**src/rtl/uart_rx_fifo.sv**
```systemverilog
// uart_rx_fifo: 8N1 serial receiver feeding a first-word-fall-through FIFO with sticky error flags
module uart_rx_fifo #(
  parameter int CLKS_PER_BIT = 16,
  parameter int FIFO_DEPTH   = 4
) (
  input  logic                          clk,
  input  logic                          rst_n,
  input  logic                          rx,
  input  logic                          rd_en,
  input  logic                          clear_err,
  output logic [7:0]                    data_out,
  output logic                          rx_valid,
  output logic [$clog2(FIFO_DEPTH):0]   fifo_count,
  output logic                          overrun,
  output logic                          frame_err
);
  localparam int TW = $clog2(CLKS_PER_BIT);
  localparam int PW = $clog2(FIFO_DEPTH);
  localparam int CW = PW + 1;
  localparam logic [TW-1:0] HALF = TW'(CLKS_PER_BIT / 2 - 1);
  localparam logic [TW-1:0] LAST = TW'(CLKS_PER_BIT - 1);
  typedef enum logic [1:0] {IDLE, START, DATA, STOP} state_t;
  state_t state, state_n;
  logic rx_m, rxs;
  logic [TW-1:0] tick, tick_n;
  logic [2:0] bitn, bitn_n;
  logic [7:0] sr, sr_n;
  logic push, pop, full, set_ovr, set_fe;
  logic [7:0] mem [FIFO_DEPTH];
  logic [PW-1:0] rd_ptr, wr_ptr;
  assign rx_valid = fifo_count != '0;
  assign full     = fifo_count == CW'(FIFO_DEPTH);
  assign pop      = rd_en && rx_valid;
  assign data_out = mem[rd_ptr];
  // two-flop synchroniser, idle-high so reset does not look like a start bit
  always_ff @(posedge clk or negedge rst_n)
    if (!rst_n) {rx_m, rxs} <= 2'b11;
    else {rx_m, rxs} <= {rx, rx_m};
  // receiver state, bit timer, bit index and shift register
  always_ff @(posedge clk or negedge rst_n)
    if (!rst_n) begin
      state <= IDLE;
      tick  <= '0;
      bitn  <= '0;
      sr    <= '0;
    end else begin
      state <= state_n;
      tick  <= tick_n;
      bitn  <= bitn_n;
      sr    <= sr_n;
    end
  // next-state decode; STOP samples mid-bit so IDLE re-arms half a bit early
  always_comb begin
    state_n = state;
    tick_n  = tick + TW'(1);
    bitn_n  = bitn;
    sr_n    = sr;
    push    = 1'b0;
    set_ovr = 1'b0;
    set_fe  = 1'b0;
    case (state)
      IDLE: begin
        tick_n = '0;
        if (!rxs) state_n = START;
      end
      START:
        if (tick == HALF) begin
          tick_n  = '0;
          bitn_n  = '0;
          state_n = rxs ? IDLE : DATA;
        end
      DATA:
        if (tick == LAST) begin
          tick_n = '0;
          sr_n   = {rxs, sr[7:1]};
          if (bitn == 3'd7) state_n = STOP;
          else bitn_n = bitn + 3'd1;
        end
      default:
        if (tick == LAST) begin
          tick_n  = '0;
          state_n = IDLE;
          push    = rxs && (!full || pop);
          set_ovr = rxs && full && !pop;
          set_fe  = !rxs;
        end
    endcase
  end
  // circular buffer; a push into a full FIFO is accepted only alongside a pop
  always_ff @(posedge clk or negedge rst_n)
    if (!rst_n) begin
      for (int i = 0; i < FIFO_DEPTH; i++) mem[i] <= '0;
      rd_ptr     <= '0;
      wr_ptr     <= '0;
      fifo_count <= '0;
    end else begin
      if (push) mem[wr_ptr] <= sr;
      if (push) wr_ptr <= wr_ptr + PW'(1);
      if (pop) rd_ptr <= rd_ptr + PW'(1);
      fifo_count <= fifo_count + CW'(push) - CW'(pop);
    end
  // sticky error flags; a set event beats a simultaneous clear
  always_ff @(posedge clk or negedge rst_n)
    if (!rst_n) begin
      overrun   <= 1'b0;
      frame_err <= 1'b0;
    end else begin
      overrun   <= set_ovr || (overrun && !clear_err);
      frame_err <= set_fe || (frame_err && !clear_err);
    end
endmodule

```
**config.mk**
```make
export PLATFORM = sky130hd
export DESIGN_NAME = uart_rx_fifo
export DESIGN_NICKNAME = d
export VERILOG_FILES = /design/src/rtl/uart_rx_fifo.sv
export SDC_FILE = /design/constraint.sdc
export NUM_CORES = 1
export LEC_CHECK = 0
export ABC_AREA = 1
export CORE_UTILIZATION = 58
export CTS_BUF_LIST = sky130_fd_sc_hd__clkbuf_16
export CTS_CLUSTER_DIAMETER = 120
export DETAILED_ROUTE_END_ITERATION = 8
export PLACE_DENSITY = 0.78
export REMOVE_ABC_BUFFERS = 1
export SLEW_MARGIN = 40
export SYNTH_ARGS = -nofsm -noshare
export SYNTH_HDL_FRONTEND = slang
export SYNTH_SLANG_ARGS = --single-unit
```
**constraint.sdc**
```tcl
create_clock -name clk -period 2.9 [get_ports clk]
set_input_delay 0.29 -clock clk [delete_from_list [all_inputs] [get_ports clk]]
set_output_delay 0.29 -clock clk [all_outputs]
set_load 0.005 [all_outputs]
```
==> qor.txt, run 1 <==
Syn Area/Cell = 9.616 um^2
Ports = 19
Initial Util = 60.26%
Initial antenna violation count = 0
Crit path launch type = flop
Most frequent cells in the layout = nand2_1 (65), dfrtp_1 (58), inv_1 (30), nor2_1 (28), o21ai_0 (24)
Die area = 5192 um^2
Filler cells = 348
Crit end category = flop
Place WS = 0.3549 ns
Initial drt markers = 134
Met1 Use GR = 31.65%
Final cycle utilization of the critical path = 87.22%
Worst-case hold slack = 0.3650 ns
Number of global-route vias before repair = 2001
CTS buffer count = 9
Synth cell types = 25
DRT Pass-1 Iters = 4
Worst hold-check path type = flop to flop
Synthesized flop and latch total = 60
Max_slew headroom = 68.78%
CTS sink cnt = 60
GRT overflow = 0
Final setup viols = 0
Post-Synthesis Cell Area = 2846 um^2
Leak = 1.561 nW
Mapped Cells = 296
Synth top area share = 50.99%
Layer carrying the most global-route usage = met2
CP Data Arrival Time = 2.77 ns
Global-route met2 utilization = 38.05%
Met3 Use GR = 3.750%
Cell row count = 25
Share of layout cells above drive strength 1 = 13.19%
Critical path type = flop to flop
Area contributors post-synth = dfrtp_1 (51%), nand2_1 (8.6%), o21ai_2 (4.6%)
Residual DRC = 0
Chip Height = 72.06 um
Antenna Violating Nets Remaining = 0
Fmax = 395.4 MHz
Layout Nets = 336
Total wire length = 5.348 mm
GPL Wtd Cong = 0.8188
MaxCap Viol Count = 0
Total GRT Usage = 23.74%
Crit-path max FO = 7
Worst-Margin Slew = 0.4678 ns
Area of the core = 4723 um^2
Power Dens Cells = 967.3 nW/um^2
Post-Route Skew = 0.006575 ns
Vias per inst = 5.229
Peak VDD IR = 0.6972 mV
Final core occ = 71.58%
Synth area leader = dfrtp_1
Area Overhead vs Synth = 18.77%
CTS tree = yes
Status = finished, final reports clean
First-pass GRT wire length = 9.225 mm
CTS clock-pin slew for the worst setup and hold paths = 0.05 ns
Setup TNS = 0 ns
H-tree Lvls = 3
Clock Latency Late Sink = 0.32 ns
Routed length per placed instance = 13.61 um
I/O Buffers = 18
Min Tclk post-route = 2.529 ns
ANT cells = 0
Final Max Tran Viols = 0
DR vias = 2055
Largest net degree at the start of global routing = 27
Post_cts resized = 0
Final worst-path setup slack = 0.3708 ns
Final hold viol count = 0
Root Driver = clkbuf_16
Yosys warning count = 0
RSZ-0062 raised after global routing = no
Seq/Total Area, Yosys = 52.84%
Die X = 72.06 um
Max Buffers Root-to-Sink = 2
Most common library cell in the layout ignoring fill and taps = nand2_1
Detailed Place HPWL = 3.592 mm
Required time worst endpoint = 3.14 ns
-- power breakdown --
part	total, W	switching, W	leakage, nW	internal (W)
Clock	0.00109	0.000352	0.152	0.000738
Combinational	0.00105	0.000588	0.622	0.000463
Sequential	0.00113	0.000140	0.787	0.000990
-- flip-flops by register name, indices dropped and copies added, names as in the netlist --
signal / cells
overrun: 1
wr_ptr: 2
sr: 8
mem: 32
bitn: 3
rd_ptr: 2
rxs: 1
rx_m: 1
fifo_count: 3
tick: 4
state: 2
frame_err: 1
-- cells in the mapped netlist --
library cell and n:
a21oi_1 3, buf_4 1, buf_6 4, clkbuf_1 3, dfrtp_1 58, dfstp_2 2, fa_1 1, ha_1 9
inv_1 30, nand2_1 65, nand3_1 6, nand3_2 1, nand3_4 6, nand3b_1 3, nor2_1 28, nor2_4 1
nor2_8 1, o21ai_0 24, o21ai_1 17, o21ai_2 15, o21bai_1 1, o22ai_1 9, o32ai_1 1, xnor2_1 2
xor2_1 5
-- path summary, 6_finish.rpt --
check                         from            end  slack (ns)  depth (start not counted)
min in group asynchronous    rst_n  fifo_count[0]        0.38                          2
max in group asynchronous    rst_n            rxs        1.88                          3
min reg2reg                   rx_m            rxs        0.36                          0
max reg2reg                tick[0]  fifo_count[2]        0.37                         11
min                           rx_m            rxs        0.36                          0
max                        tick[0]  fifo_count[2]        0.37                         11
-- critical path, stage by stage (launching register included) --
cell and delay (ns):
dfrtp_1 0.36, ha_1 0.25, nand3_4 0.17, nor2_8 0.24
nand2_1 0.15, ha_1 0.31, inv_1 0.05, ha_1 0.12
inv_1 0.04, fa_1 0.38, xnor2_1 0.19, xor2_1 0.17
-- what timing repair did --
item                      CTS  global route
setup buffers               0             0
hold endpoints to repair   10             0
hold buffers                1             0
-- per-layer routing --
layer	wire, um	vias to the layer above	share of wire, %
met5	0	-	0
li1	-	1028	-
met3	106	12	2.0
met1	2533	991	47
met2	2599	24	49
met4	109	0	2.0
-- cell type report --
class	count	area (um^2)	area share, %
clock buffers	9	225.2	6.662
multi-input cells	198	1166	34.49
well taps	67	83.83	2.480
inverters	30	112.6	3.331
flip-flops and latches	60	1504	44.49
clock inverters	7	81.33	2.406
repair buffers	22	207.7	6.144
-- metrics by stage --
stage / cell area [um^2] / cells / power, W
2_1_floorplan: 2783 / 288 / 0.001770
3_3_place_gp: 3064 / 376 / 0.002160
3_5_place_dp: 3064 / 376 / 0.002190
4_1_cts: 3381 / 393 / 0.003286
5_1_grt: 3381 / 393 / 0.003480
6_report: 3381 / 393 / 0.003270
-- logic make-up (layout without fill, tap and decap cells) --
kind of cell,count (synthesis),after routing,share of synthesized area (%)
adder cells (fa/ha/maj),10,10,4.659
AND/OR/NAND/NOR,111,111,19.25
flip-flops,60,60,52.84
buffers and inverters,38,68,6.198
AO/OA/AOI/OAI,70,70,14.90
XOR/XNOR,7,7,2.154
(Power assumes the default switching activity.)
==> run 2, diff against run 1 <==
Settings changed: CORE_MARGIN set to 3, CORE_UTILIZATION 58 to 53, PLACE_DENSITY 0.78 to 0.75, RECOVER_POWER set to 25.
Clock period 2.9 ns to 2.15 ns, I/O delays scaled along.
==> run 2 against run 1 <==
Against the previous run: largest power group is now combinational logic; global-route usage shrank 3.1 points; sequential share of layout area down 2.3 points; clock skew about the same; routed wire length up 7.9%; sequential cell count did not move; hold slack got worse by 0.0025 ns; core utilization shrank 2.2 points.
==> qor.txt, run 2 (same netlist as run 1, synthesis figures left out) <==
Initial antenna violation count = 0
Critical path type = flop to flop
Crit end category = flop
Clock share of power = 31.9%
Most common library cell in the layout ignoring fill and taps = nand2_1
Seq pwr share = 32.8%
Hold EP = rxs
CP Data Arrival Time = 2.28 ns
Min Tclk post-route = 2.083 ns
Max FFs per register = 32
CP delay by family, top = adder cells
Chip Height = 79.29 um
Peak VDD IR = 0.7728 mV
CP cell instances = nand3_4, nor2_8, nand2_4, ha_4, inv_2, ha_4, inv_2, fa_2, xnor2_2, xor2_1
Logic pwr share = 35.3%
Crit path launch = rxs
Worst Path Buf+Inv = 2
DRT Pass-1 Iters = 4
Initial Util = 55.38%
Die X = 79.29 um
Worst hold-check path type = flop to flop
Root Driver = clkbuf_16
Post-layout instance area = 3567 um^2
Antenna Violating Nets Remaining = 0
Setup TNS = 0 ns
Flop2flop setup slack = 0.07 ns
Detailed Place HPWL = 3.678 mm
Slowest CP cell = dfstp_2
H-tree Lvls = 3
Post-Route Skew = 0.006791 ns
Max_slew headroom = 11.74%
Placed cell area = 3163 um^2
ANT cells = 0
Hold Path Depth = 0
Largest Register = mem
Int Power = 0.003084 W
CP max stage delay = 0.55 ns
Crit-path max FO = 2
Largest registers = mem: 32 flops, sr: 8 flops, tick: 4 flops
Status = finished, final reports clean
Residual DRC = 0
Vias per inst = 5.203
DR vias = 2128
Total GRT Usage = 20.66%
Required time worst endpoint = 2.35 ns
Filler cells = 426
Final Max Tran Viols = 0
Hold_sp = rx_m
Final setup viols = 0
CTS tree = yes
Final cycle utilization of the critical path = 96.88%
FF-to-FF path depth = 10
Area of the core = 5140 um^2
MaxCap Viol Count = 0
Cell row count = 26
Fmax = 480.1 MHz
Switch Pwr = 0.001536 W
Ports = 19
Number of global-route vias before repair = 2179
Clock Latency Late Sink = 0.32 ns
Total wire length = 5.768 mm
Worst-Margin Slew = 1.324 ns
First-pass GRT wire length = 9.915 mm
Share of layout cells above drive strength 1 = 19.17%
Crit path launch type = flop
GRT overflow = 0
Worst r2r src = rxs
Initial drt markers = 145
Die area = 6286 um^2
CTS sink cnt = 60
Leak = 1.624 nW
Routed length per placed instance = 14.10 um
Final hold viol count = 0
GPL Wtd Cong = 0.8220
Power Dens Cells = 1295 nW/um^2
Largest net degree at the start of global routing = 39
Layout Nets = 349
CTS clock-pin slew for the worst setup and hold paths = 0.05 ns
CTS buffer count = 9
Max Buffers Root-to-Sink = 2
Sw Share = 33.25%
Most frequent cells in the layout = nand2_1 (64), dfrtp_1 (58), inv_1 (27), nor2_1 (27), o21ai_0 (24)
I/O Buffers = 18
Area Overhead vs Synth = 25.32%
Reg2reg end = fifo_count[2]
run 2: changes by cell type in the layout (fill, tap and decap cells not counted), sizes merged:
cell,before,now
clkbuf,9,11
clkdlybuf4s50,17,16
dlygate4sd3,1,2
inv,30,29
clkinvlp,0,1
buf,4,15
run 2: routing by layer:
layer	part of all wire [%]	track usage [%]	wire, um	vias to the layer above
met5	0	0	0	-
met4	1.1	7.732	65	0
met3	2.5	4.082	144	7
met2	52	35.94	2995	30
met1	44	25.36	2561	1039
li1	-	-	-	1052
run 2: worst max-delay path by stage:
stage                     slack (ns)       endpoint  depth (start not counted)
after floorplan                -0.22  fifo_count[2]                         11
after global placement         -0.03  fifo_count[2]                         11
after detailed placement       -0.09  fifo_count[2]                         10
after CTS                      0.009  fifo_count[2]                         11
after global routing           -0.01  fifo_count[2]                         11
final                           0.07  fifo_count[2]                         10
run 2: what timing repair did:
item | in CTS | in global routing
buffers inserted | 0 | 2
pin swaps | 2 | 6
hold buffers | 1 | 0
endpoints found under the setup margin | 2 | 1
resized for setup | 3 | 13
endpoints found under the hold margin | 20 | 0
run 2: cell type report:
type | count | area (um^2) | area share (%)
flip-flops and latches | 60 | 1504 | 42.16
repair buffers | 35 | 312.8 | 8.769
well taps | 70 | 87.58 | 2.455
clock inverters | 7 | 81.33 | 2.280
multi-input cells | 198 | 1240 | 34.76
clock buffers | 9 | 225.2 | 6.314
inverters | 30 | 116.4 | 3.262
run 2: power by group through the flow:
stage                     logic, W  registers, W  clock network, W
after floorplan           0.000865       0.00152                 0
after global placement     0.00152       0.00148                 0
after detailed placement   0.00155       0.00149                 0
after CTS                  0.00158       0.00149           0.00150
after global routing       0.00184       0.00155           0.00154
final                      0.00163       0.00152           0.00148
run 2: metrics by stage:
stage / utilization, % / total power (W) / std cells / worst slack, ns / hold slack, ns
finish: 69.40 / 0.004620 / 409 / 0.06701 / 0.3625
global route: 69.40 / 0.004927 / 409 / -0.01071 / 0.3651
CTS: 67.87 / 0.004560 / 407 / 0.009355 / 0.2951
detailed placement: 61.54 / 0.003040 / 390 / -0.08845 / 0.2247
global placement: 61.54 / 0.002998 / 390 / -0.02919 / 0.2246
floorplan: - / 0.002388 / 288 / -0.2180 / -0.08059
